--- config.mk ---
export PLATFORM = sky130hd
export DESIGN_NAME = pong_game_ctrl
export DESIGN_NICKNAME = d
export VERILOG_FILES = /design/src/rtl/pong_game_ctrl.sv
export SDC_FILE = /design/constraint.sdc
export NUM_CORES = 1
export LEC_CHECK = 0
export ABC_CLOCK_PERIOD_IN_PS = 1800
export CAP_MARGIN = 20
export CORE_ASPECT_RATIO = 0.6
export CORE_MARGIN = 1
export CORE_UTILIZATION = 55
export DETAILED_ROUTE_END_ITERATION = 6
export GPL_TIMING_DRIVEN = 0
export PLACE_DENSITY = 0.9
export SYNTH_ARGS = -nofsm -noshare
export SYNTH_HDL_FRONTEND = slang
export SYNTH_SLANG_ARGS = --single-unit
--- constraint.sdc ---
create_clock -name clk_i -period 1.8 [get_ports clk_i]
set_input_delay 0.45 -clock clk_i [delete_from_list [all_inputs] [get_ports clk_i]]
set_output_delay 0.45 -clock clk_i [all_outputs]
set_load 0.01 [all_outputs]
--- src/rtl/pong_game_ctrl.sv ---
// Board constants plus the pong match sequencer. The sequencer debounces the keys,
// runs the match FSM, keeps both scores, gates motion and drives the LEDs.
package board_pkg;
    localparam int BOARD_CLK_MHZ = 50;
    localparam int KEYS_W        = 4;
    localparam int LEDS_W        = 8;
endpackage

module pong_game_ctrl #(
    parameter int CLK_MHZ      = board_pkg::BOARD_CLK_MHZ,
    parameter int KEYS_W       = board_pkg::KEYS_W,
    parameter int LEDS_W       = board_pkg::LEDS_W,
    parameter int DEBOUNCE_MS  = 10,
    parameter int WIN_SCORE    = 5,
    parameter int SCORE_W      = 4,
    parameter int SERVE_FRAMES = 60
) (
    input  logic               clk_i,
    input  logic               rst_n_i,
    input  logic [KEYS_W-1:0]  keys_i,
    input  logic               frame_tick_i,
    input  logic               miss_l_i,
    input  logic               miss_r_i,
    output logic [KEYS_W-1:0]  keys_db_o,
    output logic               run_o,
    output logic               serve_o,
    output logic               serve_dir_o,
    output logic [SCORE_W-1:0] score_l_o,
    output logic [SCORE_W-1:0] score_r_o,
    output logic [2:0]         state_o,
    output logic [LEDS_W-1:0]  leds_o
);

    localparam int MS_CYC = CLK_MHZ * 1000;
    localparam int MS_W   = $clog2(MS_CYC);
    localparam int DB_W   = $clog2(DEBOUNCE_MS + 1);
    localparam int FR_W   = $clog2(SERVE_FRAMES + 1);

    localparam logic [MS_W-1:0]    MS_LAST = MS_W'(MS_CYC - 1);
    localparam logic [DB_W-1:0]    DB_LAST = DB_W'(DEBOUNCE_MS - 1);
    localparam logic [FR_W-1:0]    FR_LAST = FR_W'(SERVE_FRAMES - 1);
    localparam logic [SCORE_W-1:0] WIN     = SCORE_W'(WIN_SCORE);

    typedef enum logic [2:0] {
        S_IDLE  = 3'd0,
        S_SERVE = 3'd1,
        S_PLAY  = 3'd2,
        S_PAUSE = 3'd3,
        S_OVER  = 3'd4
    } state_t;

    logic [KEYS_W-1:0] r_sync1;
    logic [KEYS_W-1:0] r_sync2;
    logic [KEYS_W-1:0] r_keys_db;
    logic [DB_W-1:0]   r_db_cnt [KEYS_W];
    logic [MS_W-1:0]   r_ms_cnt;
    logic              r_db0_d;
    logic              w_ms_tick;
    logic              w_start;

    assign w_ms_tick = (r_ms_cnt == MS_LAST);
    assign w_start   = r_keys_db[0] & ~r_db0_d;

    // A key's debounced level flips only after DEBOUNCE_MS consecutive ms ticks of disagreement
    always_ff @(posedge clk_i) begin
        if (!rst_n_i) begin
            r_sync1   <= '0;
            r_sync2   <= '0;
            r_keys_db <= '0;
            r_ms_cnt  <= '0;
            r_db0_d   <= 1'b0;
            for (int k = 0; k < KEYS_W; k++) r_db_cnt[k] <= '0;
        end else begin
            r_sync1  <= keys_i;
            r_sync2  <= r_sync1;
            r_ms_cnt <= w_ms_tick ? '0 : r_ms_cnt + 1'b1;
            r_db0_d  <= r_keys_db[0];
            for (int k = 0; k < KEYS_W; k++) begin
                if (r_sync2[k] == r_keys_db[k]) begin
                    r_db_cnt[k] <= '0;
                end else if (w_ms_tick) begin
                    if (r_db_cnt[k] == DB_LAST) begin
                        r_keys_db[k] <= r_sync2[k];
                        r_db_cnt[k]  <= '0;
                    end else begin
                        r_db_cnt[k] <= r_db_cnt[k] + 1'b1;
                    end
                end
            end
        end
    end

    state_t             r_state, w_state_nxt;
    logic [FR_W-1:0]    r_frame_cnt, w_frame_nxt;
    logic [SCORE_W-1:0] r_score_l, w_score_l_nxt;
    logic [SCORE_W-1:0] r_score_r, w_score_r_nxt;
    logic [SCORE_W-1:0] w_inc_l, w_inc_r;
    logic               r_dir, w_dir_nxt;
    logic               r_serve, w_serve_nxt;
    logic               r_run;
    logic [3:0]         r_blink_cnt, w_blink_cnt_nxt;
    logic               r_blink, w_blink_nxt;
    logic [LEDS_W-1:0]  r_leds, w_leds_nxt;

    assign w_inc_l = r_score_l + 1'b1;
    assign w_inc_r = r_score_r + 1'b1;

    always_ff @(posedge clk_i) begin
        if (!rst_n_i) begin
            r_state     <= S_IDLE;
            r_frame_cnt <= '0;
            r_score_l   <= '0;
            r_score_r   <= '0;
            r_dir       <= 1'b1;
            r_serve     <= 1'b0;
            r_run       <= 1'b0;
            r_blink_cnt <= '0;
            r_blink     <= 1'b0;
            r_leds      <= '0;
        end else begin
            r_state     <= w_state_nxt;
            r_frame_cnt <= w_frame_nxt;
            r_score_l   <= w_score_l_nxt;
            r_score_r   <= w_score_r_nxt;
            r_dir       <= w_dir_nxt;
            r_serve     <= w_serve_nxt;
            r_run       <= (w_state_nxt == S_PLAY);
            r_blink_cnt <= w_blink_cnt_nxt;
            r_blink     <= w_blink_nxt;
            r_leds      <= w_leds_nxt;
        end
    end

    always_comb begin
        w_state_nxt     = r_state;
        w_frame_nxt     = r_frame_cnt;
        w_score_l_nxt   = r_score_l;
        w_score_r_nxt   = r_score_r;
        w_dir_nxt       = r_dir;
        w_serve_nxt     = 1'b0;
        w_blink_cnt_nxt = r_blink_cnt;
        w_blink_nxt     = r_blink;
        w_leds_nxt      = '0;
        case (r_state)
            S_IDLE: begin
                if (w_start) begin
                    w_state_nxt = S_SERVE;
                    w_frame_nxt = '0;
                end
            end
            S_SERVE: begin
                if (frame_tick_i) begin
                    if (r_frame_cnt == FR_LAST) begin
                        w_state_nxt = S_PLAY;
                        w_serve_nxt = 1'b1;
                        w_frame_nxt = '0;
                    end else begin
                        w_frame_nxt = r_frame_cnt + 1'b1;
                    end
                end
            end
            S_PLAY: begin
                // Left miss takes precedence; any miss swallows a coincident start
                if (miss_l_i) begin
                    w_score_r_nxt = w_inc_r;
                    w_dir_nxt     = 1'b0;
                    w_frame_nxt   = '0;
                    w_state_nxt   = (w_inc_r == WIN) ? S_OVER : S_SERVE;
                end else if (miss_r_i) begin
                    w_score_l_nxt = w_inc_l;
                    w_dir_nxt     = 1'b1;
                    w_frame_nxt   = '0;
                    w_state_nxt   = (w_inc_l == WIN) ? S_OVER : S_SERVE;
                end else if (w_start) begin
                    w_state_nxt = S_PAUSE;
                end
                if (w_state_nxt == S_OVER) begin
                    w_blink_cnt_nxt = '0;
                    w_blink_nxt     = 1'b1;
                end
            end
            S_PAUSE: begin
                if (w_start) w_state_nxt = S_PLAY;
            end
            S_OVER: begin
                if (w_start) begin
                    w_state_nxt   = S_IDLE;
                    w_score_l_nxt = '0;
                    w_score_r_nxt = '0;
                end else if (frame_tick_i) begin
                    w_blink_cnt_nxt = r_blink_cnt + 1'b1;
                    if (r_blink_cnt == 4'hF) w_blink_nxt = ~r_blink;
                end
            end
            default: w_state_nxt = S_IDLE;
        endcase
        w_leds_nxt[0] = (w_state_nxt == S_PLAY);
        w_leds_nxt[1] = (w_state_nxt == S_PAUSE) | ((w_state_nxt == S_OVER) & w_blink_nxt);
    end

    assign keys_db_o   = r_keys_db;
    assign run_o       = r_run;
    assign serve_o     = r_serve;
    assign serve_dir_o = r_dir;
    assign score_l_o   = r_score_l;
    assign score_r_o   = r_score_r;
    assign state_o     = r_state;
    assign leds_o      = r_leds;

endmodule

Word level (Yosys, flattened, before mapping)
Memories as Yosys holds them, arrays and structs flattened.
Index checks and enable logic that the tools add are counted.
{"block": "totals", "regBits": 62, "ramBits": 16, "in_bits": 9, "output_inout_bits": 26, "wordCells": 198, "memories": 1}
{"block": "op_classes", "addsub": 9, "eq_ne": 31, "muxes": 101, "n_bitwise": 22, "n_reduce_logical": 15}
{"name": "r_db_cnt", "words": 4, "word_bits": 4, "rd": 4, "rd_clocked_by_memory_dff": 0, "write_ports": 4, "line_no": "55", "rtl": "logic [DB_W-1:0] r_db_cnt [KEYS_W];"}
{"op": "4-bit 2-to-1 mux", "count": 19}
{"op": "1-bit 2-to-1 mux", "count": 60}
{"op": "3-bit 2-to-1 mux", "count": 11}
{"op": "6-bit 2-to-1 mux", "count": 5}
{"op": "4-bit by 1-bit adder with 4-bit output (second input constant)", "count": 7}
{"op": "4-bit one-hot mux with 2 select lines", "count": 3}
{"op": "4-bit equality test (second input constant)", "count": 5}
{"op": "2-bit != test (second input constant)", "count": 9}
{"op": "6-bit one-hot mux with 3 select lines", "count": 1}
{"op": "3-bit AND reduction", "count": 6}
{"op": "16-bit by 1-bit adder with 16-bit output (second input constant)", "count": 1}
{"op": "16-bit equality test (second input constant)", "count": 1}
{"op": "3-bit one-hot mux with 5 select lines", "count": 1}
{"op": "1-bit OR", "count": 13}
{"op": "3-bit by 2-bit equality test with 1-bit output (second input constant)", "count": 4}
{"op": "4-bit AND reduction", "count": 3}
{"op": "3-bit equality test (second input constant)", "count": 3}
{"op": "4-bit by 3-bit equality test with 1-bit output (second input constant)", "count": 2}
{"op": "1-bit inverter", "count": 7}
{"op": "6-bit by 1-bit adder with 6-bit output (second input constant)", "count": 1}
{"op": "6-bit equality test (second input constant)", "count": 1}
{"op": "1-bit equality test", "count": 4}
{"op": "2-bit nonzero test", "count": 2}
{"op": "3-bit by 1-bit equality test with 1-bit output (second input constant)", "count": 1}
{"op": "7 further kinds", "count": 8}

Logic depth before layout (Yosys ltp)
{"block": "logic_depth", "ltp_word": 11, "ltp_mapped": 7, "mapped_depth_nobuf": 7}

Least setup slack after synthesis
No wires, ideal clock.
{"block": "synth_path", "kind": "register to register", "start": "reg r_ms_cnt[0]", "end": "mem r_db_cnt[0][0] in the netlist's numbering, enable pin", "setup_ps": 307, "arrival_time_ps": 1378, "required_ps": 1493, "path_slack_ps": 114, "path_stages_with_launch": 7, "n_path_buf": 1, "period_less_slack_ps": 1686, "path_cell_list": "dfxtp_1 -> ha_1 -> and3_1 -> nand4_1 -> clkbuf_1 -> and2_1 -> nand2_1"}
{"element": "from (decl)", "line_no": "56", "rtl": "logic [MS_W-1:0] r_ms_cnt;"}
{"element": "from (signal assigned)", "line_no": "76", "rtl": "r_ms_cnt <= w_ms_tick ? '0 : r_ms_cnt + 1'b1;"}
{"element": "to (decl)", "line_no": "55"}

Worst setup path after layout
{"block": "layout_path", "start": "reg r_score_r[2], in the netlist score_r_o[2]", "end": "out score_r_o[2]"}
{"element": "from (decl)", "line_no": "96", "rtl": "logic [SCORE_W-1:0] r_score_r, w_score_r_nxt;"}
{"element": "from (signal assigned)", "line_no": "124", "rtl": "r_score_r <= w_score_r_nxt;"}
{"element": "to (decl)", "line_no": "29", "rtl": "output logic [SCORE_W-1:0] score_r_o,"}
No word-level cell between the ends.

==> results by group <==
CTS
  • CTS Root Buffer Type: clkbuf_8
  • Clock transition at path regs: 0.08 ns
  • Num CTS Buffers: 9
  • CTS tree: built
  • CTS Hold Bufs: 0
  • H-tree levels: 3
  • Clock sinks: 71
  • Clock Path Buffers: 2
  • Clk Latency, worst-skew pair: 0.36 ns

Routing
  • DR vias/cell: 5.52
  • Final ANT Viol Nets: 0
  • Via count: 2762
  • Drt drc: 0
  • Iteration-0 DRC Markers: 206
  • Drt wl/cell: 14.8 um
  • First-pass DRT Iterations: 5
  • Final wirelength: 7420 um

Pwr
  • Power consumption: 3.00 mW
  • VDD IR max: 0.369 mV
  • Leak pwr: 1.78 nW
  • PD cells: 721 mW/mm2

Global routing
  • GRT overflow: 0
  • GRT Total Usage: 0.245
  • Pin count of the biggest net entering global routing: 13
  • First-pass GRT wire length: 11900 um
  • Initial antenna violation count: 0
  • Vias in the first global route: 2538

Final layout
  • Area of the multi-input gates: 0.00175 mm2
  • Fillers: 405
  • Final Util: 0.726
  • Share of layout cells above drive strength 1: 0.171
  • Final instance area: 0.00416 mm2
  • Ant diodes: 0
  • Commonest cells after routing, fill and taps aside: nor2_1 (59), dfxtp_1 (46), xor2_1 (22), nand2_1 (22), clkdlybuf4s50_1 (19)
  • Most common cell after layout, fill and taps aside: nor2_1
  • P&R area growth vs syn: 24.4%
  • Layout Nets: 440
  • Post-Layout Cell Count: 500
  • FF+latch area: 0.00160 mm2

Logic synthesis
  • Sequential-to-total area share from yosys stat: 0.473
  • Ys async rst share: 0
  • Syn. warnings: 0
  • Syn Area/Cell: 9.26 um2
  • EDFF count, synth: 16
  • Count of cell types in the netlist: 50
  • Ys flop type: dfxtp_1
  • Cells after Synth: 361
  • FF+latch count, synth: 71
  • Post-Syn Area: 0.00334 mm2

Floorplanning
  • Die Ht: 62.4 um
  • IO Count: 35
  • Die Wd: 103 um
  • # rows: 21
  • Core footprint: 0.00573 mm2
  • Initial core utilization: 0.584
  • Die area: 0.00641 mm2

STA
  • Final Hold Viols: 0
  • Post-Route Setup TNS: 0 ns
  • Final-report setup violation count: 0
  • Min Hold Slack: 0.430 ns
  • Headroom to the max-slew limit: 0.665
  • RSZ-0062 raised after global routing: yes
  • Final Critical Period: 1.76 ns
  • Final worst setup slack: 0.0392 ns
  • Max Transition Viols Final: 0
  • Part of the cycle the worst path needs: 0.978
  • Fmax: 0.568 GHz
  • Slew @ Worst Pin: 0.502 ns
  • Layout Skew: 0.00968 ns

Worst setup path
  • Slowest stage delay, CP: 0.55 ns
  • R2R Setup Slk: 0.07 ns
  • Critical path data required time: 1.35 ns
  • Slowest-stage cell, CP: clkdlybuf4s50_1
  • CP Capture Type: output pin
  • Buffer and inverter count on the worst path: 1
  • Maximum fanout along the worst path: 6
  • Delay-heaviest family, CP: buffers and inverters
  • Worst setup path category: reg -> out
  • CP Launch Type: register
  • WP data arrival: 1.31 ns
  • CP Cell Sequence: clkdlybuf4s50_1

Place
  • Dpl cell area: 0.00374 mm2
  • Placed cell count: 474
  • Pre-CTS setup slack: -0.638 ns
  • IO buf count: 28
  • Post-DP HPWL: 4920 um
  • Routability Congestion: 0.844

Min path
  • Hold crit path type: reg -> reg

Status
  • Status: finished clean

Job
  • Max-cap violations: 0
[what timing repair did]
item	in CTS	in global routing
setup buffers	6	5
pin swaps	4	3
setup endpoints to repair	52	73
gates cloned	0	0
gates resized for setup	32	22
[report_power, final]
group          switching, mW  total, mW  internal (mW)
Clock                  0.601       1.23          0.629
Sequential            0.0170       1.66           1.64
Combinational         0.0599      0.109         0.0494
[cell type report]
cell class | count | area share
multi-input cells | 267 | 0.421
flip-flops and latches | 71 | 0.383
repair buffers | 39 | 0.0917
clock buffers | 9 | 0.0298
well taps | 80 | 0.0241
plain buffers | 15 | 0.0238
clock inverters | 6 | 0.0147
inverters | 13 | 0.0117
[worst paths after layout]
check	startpoint	to	cells after the start
worst max-delay path	score_r_o[2]	score_r_o[2]	1
worst min-delay path	r_sync1[3]	r_sync2[3]	1
worst max register to register	score_r_o[0]	leds_o[0]	6
worst min register to register	r_sync1[3]	r_sync2[3]	1
[state kept, by name, indices dropped and copies added (netlist names)]
signal,count
r_db_cnt,16
r_ms_cnt,16
r_frame_cnt,6
keys_db_o,4
r_blink_cnt,4
r_sync1,4
r_sync2,4
score_l_o,4
score_r_o,4
state_o,3
leds_o,2
r_blink,1
r_db0_d,1
serve_dir_o,1
serve_o,1
[synthesized netlist by cell type, types with 3 or more instances]
cell / count / area, um2
nor2_1: 61 / 229
dfxtp_1: 55 / 1100
nand2_1: 26 / 97.6
xor2_1: 22 / 193
nand3_1: 17 / 85.1
a21oi_1: 16 / 80.1
edfxtp_1: 16 / 480
ha_1: 15 / 188
o21ai_0: 14 / 70.1
and2_1: 13 / 81.3
inv_1: 13 / 48.8
xnor2_1: 11 / 96.3
and3_1: 10 / 62.6
buf_4: 7 / 52.6
clkbuf_1: 6 / 22.5
nand4_1: 6 / 37.5
nand3b_1: 5 / 37.5
a211oi_1: 3 / 22.5
a22oi_1: 3 / 22.5
nand2b_1: 3 / 18.8
nor3_1: 3 / 15.0
[logic make-up (layout without fill, tap and decap cells)]
group	count (synthesis)	count (layout)	share of synthesized area
fa+ha+maj	15	15	0.0561
simple gates	161	161	0.245
buf+inv	28	82	0.0400
xor+xnor	33	33	0.0864
other cells	1	6	0.00112
mux	1	1	0.00299
flops	71	71	0.473
compound gates	51	51	0.0958
[routing by layer]
layer	vias to the layer above	routed length, um	global-route usage
met5	-	0	0
met4	0	117	0.0982
met3	15	450	0.0850
met2	105	3380	0.369
met1	1303	3480	0.320
li1	1339	-	-
Power figures use the tool's default switching activity.
